`src/rtl/uart_tx_arbiter.sv`:
```
// Round-robin arbiter sharing one UART TX between NUM_REQ packet sources; grant is held for a whole packet.
// Grant registers one cycle after valid. Bytes pass through combinationally with tx_ready as backpressure; a watchdog frees stalled owners.
module uart_tx_arbiter #(
    parameter int NUM_REQ     = 3,
    parameter int DATA_WIDTH  = 8,
    parameter int TIMEOUT_CYC = 1000
) (
    input  logic                          clk_i,
    input  logic                          reset_i,
    input  logic [NUM_REQ*DATA_WIDTH-1:0] req_data_i,
    input  logic [NUM_REQ-1:0]            req_valid_i,
    input  logic [NUM_REQ-1:0]            req_last_i,
    output logic [NUM_REQ-1:0]            req_ready_o,
    output logic [DATA_WIDTH-1:0]         tx_data_o,
    output logic                          tx_valid_o,
    input  logic                          tx_ready_i,
    output logic [NUM_REQ-1:0]            grant_o,
    output logic                          busy_o,
    output logic                          timeout_o
);

    localparam int PTR_W = (NUM_REQ > 1) ? $clog2(NUM_REQ) : 1;
    localparam int CNT_W = (TIMEOUT_CYC > 0) ? $clog2(TIMEOUT_CYC + 1) : 1;

    localparam logic [PTR_W-1:0] PTR_LAST = PTR_W'(NUM_REQ - 1);
    localparam logic [CNT_W-1:0] CNT_LAST = (TIMEOUT_CYC > 0) ? CNT_W'(TIMEOUT_CYC - 1) : '0;

    localparam logic [0:0] ST_IDLE  = 1'b0;
    localparam logic [0:0] ST_GRANT = 1'b1;

    logic [0:0]         state_q,   state_d;
    logic [NUM_REQ-1:0] grant_q,   grant_d;
    logic [PTR_W-1:0]   owner_q,   owner_d;
    logic [PTR_W-1:0]   rr_ptr_q,  rr_ptr_d;
    logic [CNT_W-1:0]   wd_cnt_q,  wd_cnt_d;
    logic               timeout_q, timeout_d;

    logic               pick_vld;
    logic [PTR_W-1:0]   pick_idx;
    logic [NUM_REQ-1:0] pick_oh;
    logic               own_vld;
    logic               own_last;
    logic               xfer;
    logic               rel_grant;
    logic [PTR_W-1:0]   owner_next;
    logic [DATA_WIDTH-1:0] own_data;

    // Two passes give the rotating priority: first rr_ptr..NUM_REQ-1, then wrap to 0..rr_ptr-1.
    always_comb begin
        pick_vld = 1'b0;
        pick_idx = '0;
        pick_oh  = '0;
        for (int i = 0; i < NUM_REQ; i++) begin
            if (!pick_vld && req_valid_i[i] && (i >= int'(rr_ptr_q))) begin
                pick_vld   = 1'b1;
                pick_idx   = PTR_W'(i);
                pick_oh[i] = 1'b1;
            end
        end
        for (int i = 0; i < NUM_REQ; i++) begin
            if (!pick_vld && req_valid_i[i] && (i < int'(rr_ptr_q))) begin
                pick_vld   = 1'b1;
                pick_idx   = PTR_W'(i);
                pick_oh[i] = 1'b1;
            end
        end
    end

    always_comb begin
        own_data = '0;
        for (int i = 0; i < NUM_REQ; i++) begin
            if (grant_q[i]) begin
                own_data = own_data | req_data_i[i*DATA_WIDTH +: DATA_WIDTH];
            end
        end
    end

    assign own_vld    = |(grant_q & req_valid_i);
    assign own_last   = |(grant_q & req_last_i);
    assign xfer       = own_vld & tx_ready_i;
    assign owner_next = (owner_q == PTR_LAST) ? '0 : owner_q + PTR_W'(1);

    always_comb begin
        state_d   = state_q;
        grant_d   = grant_q;
        owner_d   = owner_q;
        rr_ptr_d  = rr_ptr_q;
        wd_cnt_d  = wd_cnt_q;
        timeout_d = 1'b0;
        rel_grant = 1'b0;
        case (state_q)
            ST_IDLE: begin
                if (pick_vld) begin
                    state_d  = ST_GRANT;
                    grant_d  = pick_oh;
                    owner_d  = pick_idx;
                    wd_cnt_d = '0;
                end
            end
            ST_GRANT: begin
                // Only a silent owner ages the watchdog; TX backpressure with valid held is legitimate.
                if (xfer) begin
                    wd_cnt_d  = '0;
                    rel_grant = own_last;
                end else if (!own_vld && (TIMEOUT_CYC > 0)) begin
                    if (wd_cnt_q == CNT_LAST) begin
                        rel_grant = 1'b1;
                        timeout_d = 1'b1;
                    end else begin
                        wd_cnt_d = wd_cnt_q + CNT_W'(1);
                    end
                end
            end
            default: begin
                state_d = ST_IDLE;
                grant_d = '0;
            end
        endcase
        if (rel_grant) begin
            state_d  = ST_IDLE;
            grant_d  = '0;
            wd_cnt_d = '0;
            rr_ptr_d = owner_next;
        end
    end

    always_ff @(posedge clk_i or posedge reset_i) begin
        if (reset_i) begin
            state_q   <= ST_IDLE;
            grant_q   <= '0;
            owner_q   <= '0;
            rr_ptr_q  <= '0;
            wd_cnt_q  <= '0;
            timeout_q <= 1'b0;
        end else begin
            state_q   <= state_d;
            grant_q   <= grant_d;
            owner_q   <= owner_d;
            rr_ptr_q  <= rr_ptr_d;
            wd_cnt_q  <= wd_cnt_d;
            timeout_q <= timeout_d;
        end
    end

    assign grant_o     = grant_q;
    assign busy_o      = (state_q == ST_GRANT);
    assign timeout_o   = timeout_q;
    assign tx_valid_o  = own_vld;
    assign tx_data_o   = own_data;
    assign req_ready_o = grant_q & {NUM_REQ{tx_ready_i}};

endmodule

```
`config.mk`:
```
export PLATFORM = sky130hd
export DESIGN_NAME = uart_tx_arbiter
export DESIGN_NICKNAME = d
export VERILOG_FILES = /design/src/rtl/uart_tx_arbiter.sv
export SDC_FILE = /design/constraint.sdc
export NUM_CORES = 1
export LEC_CHECK = 0
export ABC_AREA = 1
export ABC_CLOCK_PERIOD_IN_PS = 1300
export CAP_MARGIN = 15
export CORE_MARGIN = 10
export CORE_UTILIZATION = 40
export DETAILED_ROUTE_END_ITERATION = 12
export PLACE_DENSITY_LB_ADDON = 0.15
export SLEW_MARGIN = 20
export SYNTH_ARGS = -nofsm -noshare
export SYNTH_HDL_FRONTEND = slang
export SYNTH_SLANG_ARGS = --single-unit
```
`constraint.sdc`:
```
create_clock -name clk_i -period 1.3 [get_ports clk_i]
set_input_delay 0.195 -clock clk_i [delete_from_list [all_inputs] [get_ports clk_i]]
set_output_delay 0.195 -clock clk_i [all_outputs]
set_load 0.02 [all_outputs]
```
==> results.sh, run 1 <==
export IMPL_yosysMostFrequentCell="nand2_1"
export IMPL_cpMostUsedCell="nand3_4"
export IMPL_ctsRootBufferMaster="clkbuf_4"
export IMPL_clkLatencyLatePin_ps=310
export IMPL_grt_pass1_wl_mm=8.183
export IMPL_finalClockSkew_ps=5.836
export IMPL_ir_worst_vdd_uv=1033
export IMPL_grt_usage_pct=15.94
export IMPL_antenna_cells=0
export IMPL_hold_class="input port to async pin"
export IMPL_die_h_um=78.23
export IMPL_yosys_area_top_type="dfrtp_1"
export IMPL_seq_area_um2=479.2
export IMPL_grt_max_degree=20
export IMPL_viasPerCell=4.860
export IMPL_globalplace_congestion=0.8057
export IMPL_yosys_cell_types_count=26
export IMPL_overflow=0
export IMPL_final_nets=333
export IMPL_port_buffers=49
export IMPL_crit_arrival_ps=1720
export IMPL_crit_buf_inv=2
export IMPL_cpPeakStageDelay_ps=450
export IMPL_ys_top_cells_by_count="nand2_1, nand3_1, dfrtp_1, inv_1, nor2_1"
export IMPL_syn_avg_cell_area_um2=6.616
export IMPL_wire_per_inst_um=14.31
export IMPL_postRouteAntennaNets=0
export IMPL_cts_sinks=19
export IMPL_ys_seq_elements=19
export IMPL_route_detailed_drc=0
export IMPL_worst_pin_slew_ps=250.5
export IMPL_syn2layout_area_growth_pct=92.62
export IMPL_min_period_ps=1472
export IMPL_place_ws_ps=-442.7
export IMPL_drv_cap=0
export IMPL_slew_viol_final=0
export IMPL_core_um2=3311
export IMPL_synth_area_um2=1356
export IMPL_crit_path_end_kind="register"
export IMPL_placed_area_um2=2186
export IMPL_die_x_um=78.23
export IMPL_ys_seq_area_share_pct=35.06
export IMPL_synth_area_leaders="dfrtp_1, nand2_1, nand3_1"
export IMPL_final_util_pct=78.91
export IMPL_synthArstFlopShare_pct=100.0
export IMPL_initialDrtViolationCount=55
export IMPL_power_leakage_nw=1.326
export IMPL_grt_pass1_vias=1783
export IMPL_fin_setup_tns_ps=-2890
export IMPL_grt_setup_unrepaired="yes"
export IMPL_path_cells="buf_6 -> buf_6 -> nand2_4 -> nand3_4 -> nand3_4 -> nand3_4 -> nor2_4 -> nand3_2 -> nand2_1"
export IMPL_rows=21
export IMPL_required_ps=1550
export IMPL_clk_pin_slew_worst_paths_ps=110
export IMPL_cp_start_kind="register"
export IMPL_yosys_warnings=0
export IMPL_finalHoldViolCount=0
export IMPL_period_share_pct=113.2
export IMPL_antenna_found_initial=0
export IMPL_timing_final_ws_setup_ps=-171.6
export IMPL_violations="setup timing"
export IMPL_power_density_nw_per_um2=1801
export IMPL_routed_via_count=1672
export IMPL_io_pins=50
export IMPL_numCtsBuffers=3
export IMPL_crit_slowest_cell="dfrtp_2"
export IMPL_outcome="complete, but fails checks"
export IMPL_whs_ps=192.0
export IMPL_synthesis_nets=239
export IMPL_synth_edff_count=0
export IMPL_cts_hold_buf=0
export IMPL_synth_ff_type="dfrtp_1"
export IMPL_drt_wl_total_mm=4.924
export IMPL_netlist_area_leader_share_pct=35.06
export IMPL_initial_utilization_pct=40.97
export IMPL_max_freq_ghz=0.6795
export IMPL_fillers=248
export IMPL_cts_tree="built"
export IMPL_cp_top_family="simple AND/OR/NAND/NOR gates"
export IMPL_critPathKind="register to register"
export IMPL_cts_buffer_depth=2
export IMPL_drive_above_1_share_pct=44.97
export IMPL_first_pass_iters=4
export IMPL_post_dp_hpwl_mm=3.244
export IMPL_design_area_um2=2613
export IMPL_cp_max_fo=5
export IMPL_max_slew_margin_pct=83.30
export IMPL_h_tree_depth=1
export IMPL_multi_input_area_um2=1071
export IMPL_setup_viol=30
export IMPL_die_area_um2=6120
export IMPL_netlist_instances=205
## stage by stage
stage	total power [mW]	std cells
floorplan	2.311	205
global placement	3.459	329
detailed placement	3.464	329
CTS	4.267	342
global route	5.006	344
finish	4.704	344
## placed cells by master, fill, tap and decap left out, drive strengths merged
cell type	netlist	layout
bufinv	1	1
xor2	3	3
nor2	16	16
a21oi	1	1
buf	1	58
nor3	2	2
dlygate4sd2	0	4
xnor2	1	1
clkinv	0	1
or2	1	1
o21bai	1	1
clkdlybuf4s50	0	30
nand3	33	33
nand2	89	90
inv	21	21
dfrtp	19	19
clkbuf	3	3
o21ai	8	8
ha	1	1
nand4	4	4
## timing repair
action,CTS,global route
pin swaps,20,17
cloned,1,0
setup buffers,8,2
endpoints found under the setup margin,33,33
resized for setup,121,41
## layer usage
metal | vias to the layer above | share of wire (%) | global-route usage, %
met2 | 40 | 55 | 30.35
li1 | 839 | - | -
met5 | - | 0 | 0
met4 | 0 | 1.6 | 5.197
met3 | 6 | 4.2 | 2.961
met1 | 787 | 39 | 17.12
## where the power goes
group	internal [mW]	leakage, nW	switching, mW	total, mW
logic	1.63	1.06	1.80	3.44
clock network	0.115	0.0177	0.196	0.311
registers	0.756	0.246	0.201	0.957
total	2.50	1.33	2.20	4.70
## state kept, by name, indices dropped and copies added, names as in the netlist
| signal | flops |
|---|---|
| owner_q | 2 |
| wd_cnt_q | 10 |
| busy_o | 1 |
| rr_ptr_q | 2 |
| timeout_o | 1 |
| grant_o | 3 |
## final timing paths
path | slack (ps) | endpoint | start | cells past startpoint
worst max-delay path | -170 | wd_cnt_q[6] | grant_o[2] | 9
worst min-delay path | 190 | wd_cnt_q[9] | reset_i | 3
worst max register to register | -170 | wd_cnt_q[6] | grant_o[2] | 9
worst min register to register | 510 | owner_q[1] | owner_q[1] | 2
max in group asynchronous | 880 | grant_o[2] | reset_i | 3
min in group clk_i | 450 | owner_q[0] | req_valid_i[1] | 5
## worst register-to-register path: stages, from the launching register on
cell and delay [ps]:
dfrtp_2 450, buf_6 140, buf_6 120, nand2_4 60, nand3_4 60, nand3_4 90, nand3_4 90, nor2_4 230
nand3_2 90, nand2_1 70
## cell families after synthesis
logic type               share of synthesized area [%]
AO/OA/AOI/OAI                                    4.982
XOR/XNOR                                         2.583
AND/OR/NAND/NOR                                  47.69
flip-flops                                       35.06
adder cells (fa/ha/maj)                         0.9224
buffers and inverters                            8.764
## cell type report
| type | instances | area share (%) |
|---|---|---|
| clock buffers | 3 | 0.8621 |
| clock inverters | 1 | 0.1916 |
| inverters | 22 | 3.879 |
| multi-input cells | 161 | 41.00 |
| flip-flops and latches | 19 | 18.34 |
| well taps | 46 | 2.203 |
| repair buffers | 92 | 33.52 |
No activity file was read; power rests on OpenSTA's default activity.
==> run 2: changes to the inputs <==
--- a/config.mk
+++ b/config.mk
@@ -8,6 +8,7 @@
 export ABC_AREA = 1
 export ABC_CLOCK_PERIOD_IN_PS = 1300
 export CAP_MARGIN = 15
+export CORE_ASPECT_RATIO = 1.5
 export CORE_MARGIN = 10
 export CORE_UTILIZATION = 40
 export DETAILED_ROUTE_END_ITERATION = 12
==> results.sh, run 2 (same netlist as run 1, synthesis figures left out) <==
export IMPL_max_freq_ghz=0.6375
export IMPL_io_pins=50
export IMPL_seq_area_um2=480.5
export IMPL_design_area_um2=2759
export IMPL_slew_viol_final=0
export IMPL_h_tree_depth=1
export IMPL_grt_pass1_vias=1870
export IMPL_numCtsBuffers=3
export IMPL_grt_usage_pct=17.22
export IMPL_total_power_mw=5.399
export IMPL_hold_class="input port to async pin"
export IMPL_initialDrtViolationCount=113
export IMPL_clkLatencyLatePin_ps=280
export IMPL_clk_pin_slew_worst_paths_ps=80
export IMPL_final_nets=338
export IMPL_setup_viol=31
export IMPL_cts_sinks=19
export IMPL_crit_path_end_kind="register"
export IMPL_layout_commonest_cell="nand2_1"
export IMPL_core_um2=3222
export IMPL_final_cell_count_no_fill=343
export IMPL_final_util_pct=85.63
export IMPL_cp_start_kind="register"
export IMPL_routed_via_count=1852
export IMPL_viasPerCell=5.399
export IMPL_die_area_um2=6168
export IMPL_cts_buffer_depth=2
export IMPL_grt_pass1_wl_mm=8.362
export IMPL_rows=25
export IMPL_cp_max_fo=5
export IMPL_die_h_um=91.32
export IMPL_timing_final_ws_setup_ps=-268.5
export IMPL_die_x_um=67.55
export IMPL_multi_input_area_um2=1141
export IMPL_place_inst=321
export IMPL_wire_per_inst_um=18.29
export IMPL_violations="setup timing"
export IMPL_worst_pin_slew_ps=304.1
export IMPL_ir_worst_vdd_uv=1682
export IMPL_layout_common_cells="nand2_1, buf_4, clkdlybuf4s50_1"
export IMPL_crit_arrival_ps=1780
export IMPL_outcome="complete, but fails checks"
export IMPL_critPathKind="register to register"
export IMPL_port_buffers=49
export IMPL_grt_setup_unrepaired="yes"
export IMPL_power_leakage_nw=1.404
export IMPL_globalplace_congestion=0.7440
export IMPL_min_period_ps=1569
export IMPL_required_ps=1520
export IMPL_antenna_cells=0
export IMPL_largest_reg_flops=10
export IMPL_whs_ps=251.2
export IMPL_initial_utilization_pct=42.10
export IMPL_drive_above_1_share_pct=51.16
export IMPL_post_dp_hpwl_mm=3.507
export IMPL_power_density_nw_per_um2=1957
export IMPL_drv_cap=0
export IMPL_grt_max_degree=20
export IMPL_antenna_found_initial=0
export IMPL_cts_tree="built"
export IMPL_syn2layout_area_growth_pct=103.4
export IMPL_finalClockSkew_ps=7.487
export IMPL_overflow=0
export IMPL_ctsRootBufferMaster="clkbuf_8"
export IMPL_placed_area_um2=2163
export IMPL_fillers=168
export IMPL_drt_wl_total_mm=6.272
export IMPL_postRouteAntennaNets=0
export IMPL_route_detailed_drc=0
export IMPL_period_share_pct=120.7
export IMPL_regMostFlops="wd_cnt_q"
export IMPL_finalHoldViolCount=0
export IMPL_max_slew_margin_pct=79.66
export IMPL_first_pass_iters=4
[run 2: power breakdown]
part	switching, mW	internal [mW]	total, mW
logic	2.15	1.85	4.00
clock network	0.233	0.218	0.451
registers	0.186	0.759	0.945
[run 2: path summary, 6_finish.rpt]
kind | start | to | slack (ps) | cells past startpoint
max | grant_o[1] | wd_cnt_q[1] | -270 | 8
min | reset_i | owner_q[1] | 250 | 3
max reg2reg | grant_o[1] | wd_cnt_q[1] | -270 | 8
min reg2reg | owner_q[0] | owner_q[0] | 550 | 2
max in group asynchronous | reset_i | grant_o[0] | 820 | 3
min in group clk_i | owner_q[0] | owner_q[0] | 550 | 2
[run 2: repair_timing]
action,in CTS,in global routing
resized for setup,140,54
gates cloned,2,0
setup endpoints to repair,34,32
setup buffers,10,9
hold buffers,0,0
pin swaps,19,24
[run 2: critical path: stages (launching register included)]
cell,delay [ps]
dfrtp_2,450
buf_4,170
nand2_1,70
nand3_1,150
nand3_4,150
nand3_4,90
nor2_4,230
nand3_2,120
nand2_2,60
[run 2: routing by layer]
layer,GRT usage (%),up-vias,wire length [µm]
met1,16.28,886,2033
met2,31.05,90,3470
met3,6.273,25,519
met5,0,-,0
li1,-,851,-
met4,7.904,0,248
[run 2: cell type report]
class                      count  area share (%)
tap                           40           1.814
sequential                    19           17.41
clock inverter                 1          0.2721
inverter                      22           3.764
multi-input combinational    162           41.36
timing repair buffer          96           33.88
clock buffer                   3           1.497
[run 2: through the flow]
step                worst slack [ps]  setup TNS [ps]
finish                        -268.5           -4300
global route                  -352.4           -6060
detailed placement            -450.2          -10800
CTS                           -129.1           -2054
floorplan                     -30.75          -225.4
global placement              -429.3          -10240
==> run 3: changes to the inputs <==
--- a/config.mk
+++ b/config.mk
@@ -6,13 +6,14 @@
 export NUM_CORES = 1
 export LEC_CHECK = 0
 export ABC_AREA = 1
-export ABC_CLOCK_PERIOD_IN_PS = 1300
+export ABC_CLOCK_PERIOD_IN_PS = 1900
 export CAP_MARGIN = 15
 export CORE_ASPECT_RATIO = 1.5
 export CORE_MARGIN = 10
-export CORE_UTILIZATION = 40
+export CORE_UTILIZATION = 45
 export DETAILED_ROUTE_END_ITERATION = 12
 export PLACE_DENSITY_LB_ADDON = 0.15
+export SETUP_SLACK_MARGIN = 0.15
 export SLEW_MARGIN = 20
 export SYNTH_ARGS = -nofsm -noshare
 export SYNTH_HDL_FRONTEND = slang
==> constraint.sdc (replaced) <==
create_clock -name clk_i -period 1.9 [get_ports clk_i]
set_input_delay 0.285 -clock clk_i [delete_from_list [all_inputs] [get_ports clk_i]]
set_output_delay 0.285 -clock clk_i [all_outputs]
set_load 0.02 [all_outputs]
==> results.sh, run 3 (same netlist as run 1, synthesis figures left out) <==
export IMPL_pwr_share_clk_pct=12.5
export IMPL_clkLatencyLatePin_ps=270
export IMPL_core_um2=2913
export IMPL_routed_via_count=1472
export IMPL_critical_path_cell_count=1
export IMPL_final_nets=297
export IMPL_largest_reg_flops=10
export IMPL_p_int_mw=1.202
export IMPL_cp_top_family="buffers and inverters"
export IMPL_path_cells="clkdlybuf4s50_1"
export IMPL_cts_tree="built"
export IMPL_layout_common_cells="nand2_1, clkdlybuf4s50_1, nand3_1"
export IMPL_grt_setup_unrepaired="no"
export IMPL_cp_startpoint="busy_o"
export IMPL_place_ws_ps=22.08
export IMPL_max_slew_margin_pct=83.27
export IMPL_route_detailed_drc=0
export IMPL_post_dp_hpwl_mm=3.350
export IMPL_die_h_um=87.24
export IMPL_globalplace_congestion=0.8140
export IMPL_design_area_um2=1982
export IMPL_numCtsBuffers=3
export IMPL_grt_pass1_wl_mm=6.982
export IMPL_ctsRootBufferMaster="clkbuf_8"
export IMPL_antenna_cells=0
export IMPL_final_cell_count_no_fill=301
export IMPL_cp_max_fo=5
export IMPL_crit_slowest_cell="clkdlybuf4s50_1"
export IMPL_drt_wl_total_mm=4.205
export IMPL_min_period_ps=1683
export IMPL_p_switching_mw=1.116
export IMPL_r2r_slack_ps=300
export IMPL_power_share_sequential_pct=30.7
export IMPL_crit_path_end_kind="output port"
export IMPL_power_leakage_nw=1.071
export IMPL_overflow=0
export IMPL_io_pins=50
export IMPL_cts_sinks=19
export IMPL_r2r_cells=8
export IMPL_initial_utilization_pct=46.56
export IMPL_wire_per_inst_um=13.97
export IMPL_place_inst=297
export IMPL_die_x_um=64.83
export IMPL_endpoint="busy_o"
export IMPL_outcome="finished, final reports clean"
export IMPL_cts_buffer_depth=2
export IMPL_finalHoldViolCount=0
export IMPL_grt_pass1_vias=1417
export IMPL_initialDrtViolationCount=98
export IMPL_worst_r2r_endpoint="wd_cnt_q[3]"
export IMPL_ir_worst_vdd_uv=727.8
export IMPL_regMostFlops="wd_cnt_q"
export IMPL_combPwrFrac_pct=56.8
export IMPL_slew_viol_final=0
export IMPL_cpPeakStageDelay_ps=670
export IMPL_placed_area_um2=1933
export IMPL_swShare_pct=48.15
export IMPL_total_power_mw=2.318
export IMPL_h_tree_depth=1
export IMPL_antenna_found_initial=0
export IMPL_drv_cap=0
export IMPL_finalClockSkew_ps=4.965
export IMPL_layout_commonest_cell="nand2_1"
export IMPL_fillers=276
export IMPL_worst_pin_slew_ps=251.0
export IMPL_syn2layout_area_growth_pct=46.13
export IMPL_max_freq_ghz=0.5941
export IMPL_first_pass_iters=4
export IMPL_power_density_nw_per_um2=1170
export IMPL_seq_area_um2=479.2
export IMPL_crit_arrival_ps=1400
export IMPL_timing_final_ws_setup_ps=216.7
export IMPL_crit_buf_inv=1
export IMPL_grt_max_degree=20
export IMPL_port_buffers=49
export IMPL_r2r_start="wd_cnt_q[0]"
export IMPL_drive_above_1_share_pct=12.60
export IMPL_multi_input_area_um2=769.5
export IMPL_grt_usage_pct=15.30
export IMPL_clk_pin_slew_worst_paths_ps=70
export IMPL_fin_setup_tns_ps=0
export IMPL_cp_start_kind="register"
export IMPL_viasPerCell=4.890
export IMPL_required_ps=1620
export IMPL_hold_class="input port to async pin"
export IMPL_setup_viol=0
export IMPL_critPathKind="register to output port"
export IMPL_postRouteAntennaNets=0
export IMPL_rows=24
export IMPL_period_share_pct=88.59
export IMPL_die_area_um2=5655
run 3: cell type report:
cell class,count,share of cell area [%]
clock buffer,3,2.083
clock inverter,1,0.2525
inverter,22,4.987
multi-input combinational,160,38.83
sequential,19,24.18
tap,39,2.462
timing repair buffer,57,27.21
run 3: what timing repair did:
item                       in CTS  in global routing
hold buffers                    0                  0
setup endpoints to repair      15                 12
gates resized for setup        16                  5
hold endpoints to repair        0                  0
buffers inserted                0                  0
run 3: power groups by stage:
stage / registers (mW) / logic [mW] / clock network [mW]
finish: 0.711 / 1.32 / 0.291
global route: 0.733 / 1.46 / 0.311
CTS: 0.715 / 1.31 / 0.296
detailed placement: 0.716 / 1.39 / 0
global placement: 0.712 / 1.37 / 0
floorplan: 0.662 / 0.870 / 0
run 3: through the flow:
step / utilization [%] / hold slack [ps]
2_1_floorplan: - / 236.1
3_3_place_gp: 66.37 / 475.0
3_5_place_dp: 66.37 / 488.9
4_1_cts: 67.53 / 340.1
5_1_grt: 68.04 / 378.9
6_report: 68.04 / 332.3
run 3: per-layer routing:
layer	wire (µm)	vias up	track usage [%]
met5	0	-	0
met4	59	0	5.469
met3	180	5	3.351
met2	2197	32	28.51
met1	1766	674	16.20
li1	-	761	-
run 3: worst min path at each step:
| stage | end | slack (ps) | depth (start not counted) |
|---|---|---|---|
| 3_3_place_gp | owner_q[0] | 470 | 2 |
| 2_1_floorplan | busy_o | 240 | 1 |
| 4_1_cts | owner_q[0] | 340 | 3 |
| 5_1_grt | owner_q[0] | 380 | 3 |
| 3_5_place_dp | owner_q[0] | 490 | 2 |
| 6_report | rr_ptr_q[1] | 330 | 3 |
run 3: worst min-delay path, stage by stage:
cell	delay, ps
clkdlybuf4s50_1	390
inv_1	50
buf_4	250
